$ cat src/rtl/axis_rr_arbiter.sv
// Packet-level round-robin arbiter merging CHANNELS AXI-stream inputs into one registered output.
// A grant is held from the first beat of a packet through its ilast beat.
module axis_rr_arbiter #(
    parameter int DATA_WIDTH = 8,
    parameter int CHANNELS   = 4,
    parameter int CHAN_WIDTH = 2
) (
    input  logic                           clock,
    input  logic                           resetn,
    input  logic [CHANNELS*DATA_WIDTH-1:0] idata,
    input  logic [CHANNELS-1:0]            ilast,
    input  logic [CHANNELS-1:0]            ivalid,
    output logic [CHANNELS-1:0]            iready,
    output logic [DATA_WIDTH-1:0]          odata,
    output logic                           olast,
    output logic [CHAN_WIDTH-1:0]          ochan,
    output logic                           ovalid,
    input  logic                           oready
);

    typedef enum logic [0:0] {
        ST_IDLE   = 1'b0,
        ST_LOCKED = 1'b1
    } state_t;

    state_t                  state_r, state_s;
    logic [CHAN_WIDTH-1:0]   grant_r, grant_s;
    logic [CHAN_WIDTH-1:0]   prio_r, prio_s;
    logic [CHAN_WIDTH-1:0]   pick_s, grant_inc_s;
    logic [CHANNELS-1:0]     iready_s;
    logic                    out_free_s, in_xfer_s;
    logic [DATA_WIDTH-1:0]   gdata_s;
    logic [DATA_WIDTH-1:0]   odata_r, odata_s;
    logic                    olast_r, olast_s;
    logic [CHAN_WIDTH-1:0]   ochan_r, ochan_s;
    logic                    ovalid_r, ovalid_s;

    // Rotate requests so bit 0 is the priority channel, take the lowest set bit, rotate back.
    function automatic logic [CHAN_WIDTH-1:0] rr_pick(input logic [CHANNELS-1:0]   req,
                                                      input logic [CHAN_WIDTH-1:0] start);
        logic [2*CHANNELS-1:0] rot;
        logic [CHAN_WIDTH-1:0] off;
        logic [CHAN_WIDTH:0]   sum;
        logic                  found;
        rot   = {req, req} >> start;
        off   = {CHAN_WIDTH{1'b0}};
        found = 1'b0;
        for (int i = 0; i < CHANNELS; i++) begin
            if (!found && rot[i]) begin
                off   = CHAN_WIDTH'(i);
                found = 1'b1;
            end else begin
                found = found;
            end
        end
        sum = {1'b0, start} + {1'b0, off};
        if (sum >= (CHAN_WIDTH+1)'(CHANNELS)) begin
            sum = sum - (CHAN_WIDTH+1)'(CHANNELS);
        end else begin
            sum = sum;
        end
        return sum[CHAN_WIDTH-1:0];
    endfunction

    assign out_free_s  = !ovalid_r || oready;
    assign in_xfer_s   = (state_r == ST_LOCKED) && ivalid[grant_r] && out_free_s;
    assign gdata_s     = idata[grant_r*DATA_WIDTH +: DATA_WIDTH];
    assign grant_inc_s = (grant_r == CHAN_WIDTH'(CHANNELS-1)) ? {CHAN_WIDTH{1'b0}}
                                                              : grant_r + CHAN_WIDTH'(1);

    // Arbitration choice and per-channel ready.
    always_comb begin
        pick_s   = rr_pick(ivalid, prio_r);
        iready_s = {CHANNELS{1'b0}};
        if (state_r == ST_LOCKED) begin
            iready_s[grant_r] = out_free_s;
        end else begin
            iready_s = {CHANNELS{1'b0}};
        end
    end

    // Next-state logic: IDLE arbitrates, LOCKED runs until the ilast beat is accepted.
    always_comb begin
        state_s = state_r;
        grant_s = grant_r;
        prio_s  = prio_r;
        case (state_r)
            ST_IDLE: begin
                if (|ivalid) begin
                    grant_s = pick_s;
                    state_s = ST_LOCKED;
                end else begin
                    state_s = ST_IDLE;
                end
            end
            ST_LOCKED: begin
                if (in_xfer_s && ilast[grant_r]) begin
                    state_s = ST_IDLE;
                    prio_s  = grant_inc_s;
                end else begin
                    state_s = ST_LOCKED;
                end
            end
            default: begin
                state_s = ST_IDLE;
                grant_s = {CHAN_WIDTH{1'b0}};
                prio_s  = {CHAN_WIDTH{1'b0}};
            end
        endcase
    end

    // Output register: load on input transfer, otherwise hold until drained.
    always_comb begin
        odata_s  = odata_r;
        olast_s  = olast_r;
        ochan_s  = ochan_r;
        ovalid_s = ovalid_r;
        if (in_xfer_s) begin
            odata_s  = gdata_s;
            olast_s  = ilast[grant_r];
            ochan_s  = grant_r;
            ovalid_s = 1'b1;
        end else begin
            ovalid_s = ovalid_r && !oready;
        end
    end

    // State and output registers.
    always_ff @(posedge clock or negedge resetn) begin
        if (!resetn) begin
            state_r  <= ST_IDLE;
            grant_r  <= {CHAN_WIDTH{1'b0}};
            prio_r   <= {CHAN_WIDTH{1'b0}};
            odata_r  <= {DATA_WIDTH{1'b0}};
            olast_r  <= 1'b0;
            ochan_r  <= {CHAN_WIDTH{1'b0}};
            ovalid_r <= 1'b0;
        end else begin
            state_r  <= state_s;
            grant_r  <= grant_s;
            prio_r   <= prio_s;
            odata_r  <= odata_s;
            olast_r  <= olast_s;
            ochan_r  <= ochan_s;
            ovalid_r <= ovalid_s;
        end
    end

    assign iready = iready_s;
    assign odata  = odata_r;
    assign olast  = olast_r;
    assign ochan  = ochan_r;
    assign ovalid = ovalid_r;

endmodule

$ cat config.mk
export PLATFORM = sky130hd
export DESIGN_NAME = axis_rr_arbiter
export DESIGN_NICKNAME = d
export VERILOG_FILES = /design/src/rtl/axis_rr_arbiter.sv
export SDC_FILE = /design/constraint.sdc
export NUM_CORES = 1
export LEC_CHECK = 0
export BUFFER_PORTS_ARGS = -buffer_cell sky130_fd_sc_hd__buf_2
export CAP_MARGIN = 0
export CORE_MARGIN = 2
export CORE_UTILIZATION = 47
export CTS_BUF_LIST = sky130_fd_sc_hd__clkbuf_2
export DETAILED_ROUTE_END_ITERATION = 7
export GPL_TIMING_DRIVEN = 0
export PLACE_DENSITY = 0.79
export SETUP_SLACK_MARGIN = 0.4
export SYNTH_ARGS = -nofsm -noshare
export SYNTH_HDL_FRONTEND = slang
export SYNTH_SLANG_ARGS = --single-unit
$ cat constraint.sdc
create_clock -name clock -period 2 [get_ports clock]
set_input_delay 0.2 -clock clock [delete_from_list [all_inputs] [get_ports clock]]
set_output_delay 0.2 -clock clock [all_outputs]
set_load 0.03 [all_outputs]
**After elaboration in Yosys (flattened, before gate mapping)**

Index checks and enable logic that the tools add are counted.

- Equal/unequal tests: 1
- Bitwise gates (word level): 2
- Shift operators: 2
- Muxes and demuxes: 19
- Add/subtract/negate cells: 3
- Reduce and logical (&&, ||, !) cells: 17
- Order comparisons: 3

Operator list:

| cell | number |
|---|---|
| variable part select 32 x 6 -> 8 bit | 1 |
| two-way mux 1 bit | 10 |
| logical AND 1 bit | 8 |
| two-way mux 2 bit | 4 |
| >> shifter 8 x 2 -> 4 bit | 1 |
| zero test 1 bit | 5 |
| bitwise AND 4 bit | 1 |
| binary-select mux 1 bit (select 2 bit) | 2 |
| two-way mux 4 bit | 1 |
| AND reduction 2 bit | 2 |
| OR reduction 4 bit | 1 |
| adder 2 x 2 -> 3 bit | 1 |
| >= comparator 3 bit (second input constant) | 1 |
| less-than comparator 2 x 3 -> 1 bit (second input constant) | 1 |
| adder 2 x 1 -> 2 bit (second input constant) | 1 |
| demux 1 bit (select 2 bit) | 1 |
| equality test 2 bit (second input constant) | 1 |
| >= comparator 2 x 1 -> 1 bit (second input constant) | 1 |
| case mux 1 bit (2 select lines) | 1 |
| subtractor 2 x 1 -> 2 bit (second input constant) | 1 |
| logical OR 1 bit | 1 |
| inverter 1 bit | 1 |

- Word-level logic and storage cells: 54
- Register bits: 17
- Bits of input ports: 43
- Output and inout bits: 16

**Longest topological paths before layout**

Gate-level depths: netlist of run 1.

- Depth after elaboration: 14
- Gate-level depth with buffers: 9
- Depth with buffers taken out: 8

**Worst setup path after synthesis of run 1**

Ideal clock, no wire load.

- Path type: register -> register
- Start: register prio_r[0]
- End: register grant_r[1]
- Arrival time: 1.760 ns
- Setup slack: 0.158 ns
- Buffers on the path: 1
- Period minus slack after synthesis: 1.842 ns
- Library setup time: 0.082 ns
- Required time: 1.918 ns
- Stages on the path, launching flop included: 9
- Cell sequence: dfrtp_1 > buf_2 > and3b_1 > o21ai_0 > o211ai_1 > ha_1 > xnor2_1 > or4_1 > a31oi_1

- Longest elaborated chain between the ends: 14
- Elaborated cells between the ends (all ways): 17
- Those cells by class: add/sub (2); order compare (1); shift (1); mux (7); reduce/logical (6)

RTL lines:

| element | RTL line | RTL |
|---|---|---|
| start, declared | 28 | `logic [CHAN_WIDTH-1:0] prio_r, prio_s;` |
| start signal, assigned | 133 | `prio_r <= {CHAN_WIDTH{1'b0}};` |
| start signal, assigned | 141 | `prio_r <= prio_s;` |
| >> shifter 8 x 2 -> 4 bit | 45 | `rot = {req, req} >> start;` |
| two-way mux 1 bit | 49 | `if (!found && rot[i]) begin` |
| zero test 1 bit | 49 |  |
| logical AND 1 bit | 49 |  |
| two-way mux 1 bit | 49 |  |
| zero test 1 bit | 49 |  |
| logical AND 1 bit | 49 |  |
| two-way mux 1 bit | 49 |  |
| zero test 1 bit | 49 |  |
| logical AND 1 bit | 49 |  |
| two-way mux 2 bit | 49 |  |
| adder 2 x 2 -> 3 bit * | 56 | `sum = {1'b0, start} + {1'b0, off};` |
| >= comparator 3 bit or subtractor 2 x 1 -> 2 bit (tied branches) | 57, 58 |  |
| two-way mux 2 bit * | 57 | `if (sum >= (CHAN_WIDTH+1)'(CHANNELS)) begin` |
| end signal, assigned | 132 | `grant_r <= {CHAN_WIDTH{1'b0}};` |
| end signal, assigned | 140 | `grant_r <= grant_s;` |
| end, declared | 27 | `logic [CHAN_WIDTH-1:0] grant_r, grant_s;` |

Every way passes the cells marked *; elsewhere a longest branch is shown, timed or not.
A chain may end at the register's enable or synchronous reset.

**Worst setup path in the final report of run 1**

Same ends and word-level chain as after synthesis.

==> impl_metrics.json, run 1 <==
{
  "synth-xor-area-share": 0.007407,
  "rsz0062_at_grt": "true",
  "die_w_um": 54.16,
  "synth-edff-count": 0,
  "hold_path_class": "in2reg",
  "die_area_mm2": 0.002933,
  "antenna_found_initial": 0,
  "endpoint_kind": "flip-flop",
  "yosysWarnings": 0,
  "dp.cells": 184,
  "drive_above_1_share": 0.7167,
  "cp_slowest_cell": "dfrtp_1",
  "crit_type": "reg2reg",
  "crit_arrival_ns": 2.19,
  "clk_pin_slew_ns": 0.19,
  "period_minus_slack_ns": 1.920,
  "num-nets-final": 229,
  "grt_usage": 0.2321,
  "yosys_register_bits": 17,
  "final.fill_count": 151,
  "worstPathRequired_ns": 2.27,
  "synth.distinct_cells": 34,
  "crit_path_cell_trace": "buf_6, and3b_1, o21ai_1, o211ai_1, ha_2, xnor2_1, or4_1, a31oi_1",
  "top_layer_used": "met4",
  "yosys-top-cells-count": "dfrtp_1 (17), mux4_2 (10), nand2_1 (8)",
  "layout-area-overhead-vs-synth_pct": 62.86,
  "syn_avg_cell_area_um2": 12.19,
  "numCtsBuffers": 3,
  "placementRows": 18,
  "peakVddDrop_mv": 1.122,
  "tritoncts": "yes",
  "outcome": "completed",
  "start_util": 0.4861,
  "drcViolationCount": 0,
  "yosysMostFrequentCell": "dfrtp_1",
  "avgViaCountPerCell": 5.552,
  "synth_nets": 145,
  "htree_levels": 1,
  "post-dp-hpwl_mm": 2.372,
  "die_y_um": 54.16,
  "async_reset_ff_frac": 1.000,
  "wire_per_inst_um": 18.12,
  "n_antenna_cell": 0,
  "ant_nets": 0,
  "ys_seq_area_frac": 0.3598,
  "total_power_w": 0.003263,
  "grt_pass1_vias": 1032,
  "slowest_delay_ns": 0.44,
  "finalMaxSlewViolations": 0,
  "tightest_slew_ns": 0.6134,
  "wl_met1_mm": 1.339,
  "timing.slew.headroom": 0.5805,
  "pin_count": 59,
  "crit_fanout": 7,
  "fin_crit_sh": 0.9599,
  "synthAdderAreaFrac": 0.05291,
  "core_mm2": 0.002432,
  "fin_skew_ns": 0.004828,
  "start_kind": "flip-flop",
  "yosysTopAreaCell": "dfrtp_1",
  "synthSimpleGateAreaFrac": 0.1397,
  "drtIter0Drc": 19,
  "p_per_area_mw_per_mm2": 1694,
  "yosys-top-cells-area": "dfrtp_1 (36%), mux4_2 (19%), mux2_4 (6.3%)",
  "wirelength_mm": 3.806,
  "firstDrtPassIters": 4,
  "gp_congestion": 0.7948,
  "met3_length_um": 160,
  "dr_wl_met2_mm": 2.212,
  "cts-root-buf": "clkbuf_2",
  "synth_top_family_by_area": "multiplexers",
  "grt_max_degree": 18,
  "clk_latency_ns": 0.33,
  "drv_cap": 0,
  "finalSetupTns_ns": 0,
  "leakagePower_nw": 0.9328,
  "netlist_area_mm2": 0.001182,
  "yosys-mux-area-fraction": 0.3101,
  "netlist.area_leader.share": 0.3598,
  "synth-main-ff-cell": "dfrtp_1",
  "setup_viol": 0,
  "hold_viol": 0,
  "grt_overflow_total": 0,
  "clkSinkCount": 17,
  "portBuffers": 57,
  "clk_path_buf_depth": 2,
  "netlist_instances": 97,
  "fmax_mhz": 520.9,
  "fin_cells": 210,
  "grt_pass1_wl_mm": 4.830,
  "vias": 1166,
  "synth_compound_area_frac": 0.07407
}
## critical path, delay by kind of cell (launching register included)
family / cells / cell delay, ns
AO/OA/AOI/OAI: 3 / 0.40
adder cells (fa/ha/maj): 1 / 0.19
flip-flops: 1 / 0.44
buffers and inverters: 1 / 0.14
XOR/XNOR: 1 / 0.14
AND/OR/NAND/NOR: 2 / 0.56
## what timing repair did
action                     4_1_cts  5_1_grt
hold endpoints to repair        17        0
hold buffers                     1        0
setup endpoints to repair       14       20
buffers inserted                10       10
gates resized for setup         31       29
pin swaps                        4        4
gates cloned                     1        0
## final timing paths
path	cells after the start	startpoint	end	slack (ns)
max reg2reg	8	prio_r[0]$_DFFE_PN0P_	grant_r[1]$_DFFE_PN0P_	0.08
max in group asynchronous	2	resetn	grant_r[0]$_DFFE_PN0P_	1.41
max	8	prio_r[0]$_DFFE_PN0P_	grant_r[1]$_DFFE_PN0P_	0.08
min reg2reg	2	ochan[0]$_DFFE_PN0P_	ochan[0]$_DFFE_PN0P_	0.52
min	3	oready	ovalid$_DFF_PN0_	0.28
min in group asynchronous	2	resetn	odata[3]$_DFFE_PN0P_	0.29
## metal layers
layer	track usage	vias up
li1	-	532
met1	0.2707	583
met2	0.4478	43
met3	0.01944	8
met4	0.05833	0
met5	0	-
## power breakdown
part           total (W)  switching, W  internal [W]
Clock           0.000172      0.000127     0.0000453
Sequential      0.000654      0.000132      0.000522
Combinational    0.00244       0.00115       0.00129
Total            0.00326       0.00141       0.00185
## registers in the layout (all words and copies together) (netlist names)
name and count:
ochan 2, olast 1, prio_r 2, ovalid 1
grant_r 2, state_r 1, odata 8
## cell usage in the layout (no fill, tap or decap), types with 2 or more instances in the layout
cell	netlist	final
and3_4	0	4
buf_4	0	13
buf_2	3	54
ha_2	0	2
mux4_2	10	10
clkbuf_2	1	4
a21oi_1	2	2
nand2_1	8	4
nand2_2	0	3
o21ai_0	5	2
dfrtp_1	17	16
nor2_1	5	5
ha_4	0	3
o21ai_1	0	2
nand2b_1	3	2
a31oi_1	2	2
buf_6	1	12
mux2_4	5	9
buf_12	1	3
## through the flow
stage | instance area (µm²) | hold WS (ns) | worst slack [ns] | utilization
after CTS | 1757 | 0.3243 | 0.1028 | 0.7222
final | 1926 | 0.2830 | 0.08030 | 0.7917
after global routing | 1926 | 0.3065 | 0.02238 | 0.7917
after floorplan | 1194 | -0.09559 | 0.2181 | -
after detailed placement | 1516 | 0.1432 | 0.1022 | 0.6235
after global placement | 1516 | 0.1327 | 0.1403 | 0.6235
## logic make-up (layout without fill, tap and decap cells)
logic type / after synthesis / count (layout)
adders and majority gates: 5 / 5
xor gates and xnor gates: 1 / 1
muxes: 21 / 21
buffers and inverters: 10 / 93
AOI/OAI and AO/OA: 14 / 14
and+or+nand+nor: 29 / 29
DFF: 17 / 17
## layout make-up
class | count | area (µm²) | share of cell area
Inverter | 3 | 26.28 | 0.01365
Clock buffer | 3 | 15.01 | 0.007797
Buffer | 7 | 83.83 | 0.04353
Timing Repair Buffer | 79 | 536.8 | 0.2788
Tap cell | 30 | 37.54 | 0.01949
Multi-Input combinational cell | 70 | 794.5 | 0.4126
Clock inverter | 1 | 5.005 | 0.002599
Sequential cell | 17 | 426.7 | 0.2216
No activity file was read; power rests on OpenSTA's default activity.
==> inputs of run 2 (changes only) <==
ABC_AREA = 1   (was not set)
CORE_UTILIZATION = 48   (was 47)
clock period = 1.8 ns   (was 2 ns; I/O delays follow)
==> run 2 against run 1 <==
  * Sequential cell count unchanged
  * Final cell count is 42% higher
  * Clock skew is 0.00075 ns lower
  * Combinational power grew 34%
==> impl_metrics.json, run 2 <==
{
  "regArea_um2": 426.7,
  "netlist_instances": 179,
  "async_reset_ff_frac": 1.000,
  "post-dp-hpwl_mm": 2.391,
  "syn_avg_cell_area_um2": 6.941,
  "drtIter0Drc": 48,
  "clkSinkCount": 17,
  "clk_pin_slew_ns": 0.16,
  "core_mm2": 0.002455,
  "numCtsBuffers": 3,
  "wire_per_inst_um": 15.96,
  "cp_slowest_cell": "dfrtp_2",
  "yosysWarnings": 0,
  "hold_slack_ns": 0.2490,
  "layout-area-overhead-vs-synth_pct": 74.62,
  "hold_depth": 4,
  "hold_viol": 0,
  "crit_path_cell_trace": "inv_4, nand2_4, nand3_2, nand2_2, buf_4, buf_4, buf_4, buf_4, nand2_2, nand2_1, nand2_1, nand2_1, nand2_1, nand2_1",
  "drive_above_1_share": 0.6320,
  "p_per_area_mw_per_mm2": 1921,
  "avgViaCountPerCell": 5.585,
  "leakagePower_nw": 1.108,
  "htree_levels": 1,
  "grt_pass1_vias": 1362,
  "fin_crit_sh": 0.9894,
  "tritoncts": "yes",
  "yosys-top-cells-count": "nand2_1 (53), nor2_1 (22), nand3_1 (18)",
  "grt_overflow_total": 0,
  "ys_seq_area_frac": 0.3424,
  "vias": 1670,
  "die_y_um": 54.88,
  "final.fill_count": 125,
  "multi_input_area_um2": 982.2,
  "pin_count": 59,
  "hold_path_class": "in2reg",
  "yosys_register_bits": 17,
  "endpoint_kind": "flip-flop",
  "netlist_area_mm2": 0.001242,
  "final_cell_mix": "buf_2 (55), nand2_1 (26), nand2_2 (25)",
  "fin_skew_ns": 0.004079,
  "cts-root-buf": "clkbuf_2",
  "crit_type": "reg2reg",
  "antenna_found_initial": 0,
  "die_w_um": 54.88,
  "synth-edff-count": 0,
  "synth-main-ff-cell": "dfrtp_1",
  "outcome": "completed",
  "worstPathRequired_ns": 2.01,
  "clk_latency_ns": 0.29,
  "drcViolationCount": 0,
  "fmax_mhz": 561.5,
  "peakVddDrop_mv": 1.551,
  "yosys-top-cells-area": "dfrtp_1 (34%), nand2_1 (16%), nand3_1 (7.3%)",
  "firstDrtPassIters": 5,
  "ant_nets": 0,
  "final_util": 0.8838,
  "grt_max_degree": 18,
  "start_util": 0.5061,
  "gp_congestion": 0.7870,
  "tightest_slew_ns": 0.3753,
  "use_met3": 0.02459,
  "timing.slew.headroom": 0.7498,
  "largest_reg_flops": 8,
  "finalSetupTns_ns": 0,
  "mostFrequentLayoutCell": "buf_2",
  "n_antenna_cell": 0,
  "drv_cap": 0,
  "crit_top_cell": "nand2_1",
  "slowest_delay_ns": 0.51,
  "grt_busiest_layer": "met2",
  "finalMaxSlewViolations": 0,
  "clk_path_buf_depth": 2,
  "portBuffers": 58,
  "die_area_mm2": 0.003011,
  "yosysTopAreaCell": "dfrtp_1",
  "rsz0062_at_grt": "true",
  "grt_use_met1": 0.3782,
  "total_power_w": 0.004168,
  "crit_arrival_ns": 1.99,
  "crit_fanout": 6,
  "start_kind": "flip-flop",
  "grt_usage": 0.2670,
  "setup_viol": 0,
  "synth.distinct_cells": 25,
  "placementRows": 18,
  "synth_nets": 227,
  "ff2ff_path_depth": 14,
  "yosysMostFrequentCell": "nand2_1",
  "netlist.area_leader.share": 0.3424,
  "globalRouteMet2Util": 0.4167,
  "grt_pass1_wl_mm": 5.796,
  "num-nets-final": 318,
  "wirelength_mm": 4.773,
  "period_minus_slack_ns": 1.781
}
run 2: changes by cell type after synthesis, sizes merged, moves of 4 or more:
cell / before / now
and3: 4 / 0
inv: 3 / 12
mux2: 10 / 0
mux4: 10 / 0
nand2: 8 / 54
nand3: 1 / 19
nor2: 5 / 23
o21ai: 5 / 24
o22ai: 0 / 9
run 2: cells by family after synthesis:
kind of cell | count (synthesis) | synth area share
AND/OR/NAND/NOR | 98 | 0.3364
AO/OA/AOI/OAI | 37 | 0.1833
adder cells (fa/ha/maj) | 5 | 0.05035
XOR/XNOR | 1 | 0.007051
buffers and inverters | 21 | 0.08055
flip-flops | 17 | 0.3424
run 2: layout make-up:
type | count | share of cell area
Buffer | 9 | 0.04210
Clock inverter | 1 | 0.002307
Timing Repair Buffer | 86 | 0.2589
Sequential cell | 17 | 0.1967
Clock buffer | 3 | 0.006920
Tap cell | 30 | 0.01730
Inverter | 12 | 0.02307
Multi-Input combinational cell | 141 | 0.4527
run 2: where the power goes:
| group | internal [W] | switching (W) | total, W |
|---|---|---|---|
| logic | 0.00140 | 0.00188 | 0.00328 |
| clock network | 0.0000503 | 0.000121 | 0.000172 |
| registers | 0.000567 | 0.000151 | 0.000717 |
| total | 0.00201 | 0.00216 | 0.00417 |
run 2: layer usage:
layer	vias up	wire, µm
li1	769	-
met5	-	0
met2	115	2341
met1	776	1943
met3	10	398
met4	0	89
run 2: repair_timing:
action / in CTS / in global routing
setup buffers: 17 / 8
hold buffers: 1 / 0
gates resized for setup: 46 / 57
hold endpoints to repair: 17 / 0
setup endpoints to repair: 17 / 21
pin swaps: 14 / 15
gates cloned: 1 / 1
run 2: worst paths after layout:
| kind | startpoint | slack [ns] | to |
|---|---|---|---|
| max reg2reg | prio_r[0]$_DFFE_PN0P_ | 0.02 | grant_r[1]$_DFFE_PN0P_ |
| min in group asynchronous | resetn | 0.30 | odata[6]$_DFFE_PN0P_ |
| min | oready | 0.25 | ovalid$_DFF_PN0_ |
| max | prio_r[0]$_DFFE_PN0P_ | 0.02 | grant_r[1]$_DFFE_PN0P_ |
| min reg2reg | olast$_DFFE_PN0P_ | 0.50 | olast$_DFFE_PN0P_ |
| max in group asynchronous | resetn | 1.21 | prio_r[0]$_DFFE_PN0P_ |
run 2: critical path: cells and delay by family, from the launching register on:
family	cells	cell delay, ns
buffers and inverters	5	0.63
and+or+nand+nor	9	0.55
DFF	1	0.51
run 2: metrics by stage:
stage,area [µm²],worst slack (ns),cells
final,2170,0.01905,299
after global routing,2170,-0.01916,299
after CTS,1908,0.1177,290
after detailed placement,1593,0.04946,267
after global placement,1593,0.09295,267
after floorplan,1265,0.2427,179
==> inputs of run 3 (changes only) <==
ABC_AREA = not set   (was 1)
CORE_UTILIZATION = 47   (was 48)
==> run 3 against run 2 <==
  * The flow now finishes with violations (negative setup slack)
  * Clock power grew 9%
  * Sequential power grew 2%
  * Via count shrank 27%
  * Final cell count shrank 28%
  * Utilization shrank 7.1 points
  * Hold slack lost 0.030 ns
  * Non-clock buffer count shrank 3
  * Clock skew grew 0.027 ns
  * Fmax shrank 5.5%
  * Critical endpoint unchanged
==> impl_metrics.json, run 3 (synthesized netlist as in run 1, its figures left out) <==
{
  "crit_path_cell_trace": "buf_6, and3b_1, o21ai_1, o211ai_1, ha_2, xnor2_1, or4_1, a31oi_1",
  "hold_viol": 0,
  "tightest_slew_ns": 0.6173,
  "p_per_area_mw_per_mm2": 1909,
  "clk_latency_ns": 0.34,
  "wirelength_mm": 4.772,
  "drcViolationCount": 0,
  "numCtsBuffers": 3,
  "rsz0062_at_grt": "true",
  "grt_pass1_wl_mm": 5.706,
  "fmax_mhz": 530.6,
  "start_kind": "flip-flop",
  "pin_count": 59,
  "die_w_um": 54.16,
  "period_minus_slack_ns": 1.885,
  "hold_path_class": "in2reg",
  "final_cell_mix": "buf_2 (54), buf_6 (18), dfrtp_1 (16)",
  "slowest_delay_ns": 0.42,
  "grt_overflow_total": 0,
  "endpoint_kind": "flip-flop",
  "gp_congestion": 0.8543,
  "setup_viol": 3,
  "worstPathRequired_ns": 2.05,
  "placementRows": 18,
  "final_util": 0.8128,
  "fin_crit_sh": 1.047,
  "wire_per_inst_um": 22.09,
  "core_mm2": 0.002432,
  "start_util": 0.4861,
  "drtIter0Drc": 33,
  "crit_type": "reg2reg",
  "firstDrtPassIters": 4,
  "n_antenna_cell": 0,
  "worst_slack_ns": -0.08478,
  "outcome": "finished, violations left",
  "timing.slew.headroom": 0.5778,
  "largest_reg_flops": 8,
  "mostFrequentLayoutCell": "buf_2",
  "cp_slowest_cell": "dfrtp_1",
  "clkSinkCount": 17,
  "grt_pass1_vias": 1181,
  "htree_levels": 1,
  "clk_path_buf_depth": 2,
  "die_y_um": 54.16,
  "finalSetupTns_ns": -0.1754,
  "fin_skew_ns": 0.03142,
  "ant_nets": 0,
  "grt_max_degree": 18,
  "avgViaCountPerCell": 5.667,
  "crit_arrival_ns": 2.14,
  "portBuffers": 57,
  "grt_usage": 0.2868,
  "crit_fanout": 6,
  "cts-root-buf": "clkbuf_2",
  "num-nets-final": 235,
  "leakagePower_nw": 0.9626,
  "vias": 1224,
  "tritoncts": "yes",
  "drive_above_1_share": 0.7366,
  "finalMaxSlewViolations": 0,
  "peakVddDrop_mv": 1.163,
  "drv_cap": 0,
  "violations": "negative setup slack",
  "die_area_mm2": 0.002933,
  "clk_pin_slew_ns": 0.20,
  "antenna_found_initial": 0,
  "layout-area-overhead-vs-synth_pct": 67.20,
  "post-dp-hpwl_mm": 2.275
}
==> run 3: worst paths after layout <==
| path | from | endpoint | slack, ns | cells after the start |
|---|---|---|---|---|
| max | prio_r[0]$_DFFE_PN0P_ | grant_r[1]$_DFFE_PN0P_ | -0.08 | 8 |
| min | oready | ovalid$_DFF_PN0_ | 0.22 | 3 |
| max reg2reg | prio_r[0]$_DFFE_PN0P_ | grant_r[1]$_DFFE_PN0P_ | -0.08 | 8 |
| min reg2reg | olast$_DFFE_PN0P_ | olast$_DFFE_PN0P_ | 0.51 | 2 |
| max in group asynchronous | resetn | grant_r[0]$_DFFE_PN0P_ | 1.15 | 2 |
| min in group asynchronous | resetn | odata[4]$_DFFE_PN0P_ | 0.30 | 2 |
==> run 3: per-stage QoR <==
step,hold slack [ns],std cells,total power (W),instance area [µm²],worst slack (ns)
5_1_grt,0.2125,216,0.003964,1977,-0.2000
3_5_place_dp,0.1201,184,0.002554,1534,-0.07772
3_3_place_gp,0.1188,184,0.002511,1534,-0.05538
4_1_cts,0.2093,205,0.003274,1836,-0.08420
6_report,0.2190,216,0.003774,1977,-0.08478
2_1_floorplan,-0.1156,97,0.002132,1211,0.01812
==> run 3: critical path: cells and delay by family (launching register included) <==
| kind | cells | cell delay, ns |
|---|---|---|
| xor gates and xnor gates | 1 | 0.13 |
| AOI/OAI and AO/OA | 3 | 0.38 |
| DFF | 1 | 0.42 |
| buffers and inverters | 1 | 0.14 |
| adders and majority gates | 1 | 0.19 |
| and+or+nand+nor | 2 | 0.56 |
==> run 3: repair_timing <==
item                                    in CTS  in global routing
resized for setup                           39                 16
setup buffers                               16                 11
endpoints found under the setup margin      20                 20
pin swaps                                    8                  5
hold buffers                                 1                  0
endpoints found under the hold margin       17                  0
==> run 3: layout make-up <==
type | instances | area, µm²
multi-input cells | 70 | 825.8
repair buffers | 85 | 561.8
fillers | 136 | 455.4
flip-flops and latches | 17 | 426.7
plain buffers | 7 | 83.83
well taps | 30 | 37.54
inverters | 3 | 21.27
clock buffers | 3 | 15.01
clock inverters | 1 | 5.005
==> run 3: metal layers <==
| metal | part of all wire | wire [µm] | global-route usage | vias up |
|---|---|---|---|---|
| li1 | - | - | - | 542 |
| met1 | 0.36 | 1739 | 0.3057 | 610 |
| met2 | 0.54 | 2573 | 0.4880 | 59 |
| met3 | 0.070 | 336 | 0.1028 | 13 |
| met4 | 0.026 | 122 | 0.1583 | 0 |
| met5 | 0 | 0 | 0 | - |
==> run 3: power by group <==
part / leakage, nW / internal [W] / switching, W
logic: 0.747 / 0.00148 / 0.00138
clock network: 0.0164 / 0.0000502 / 0.000138
registers: 0.199 / 0.000580 / 0.000147
total: 0.963 / 0.00211 / 0.00166
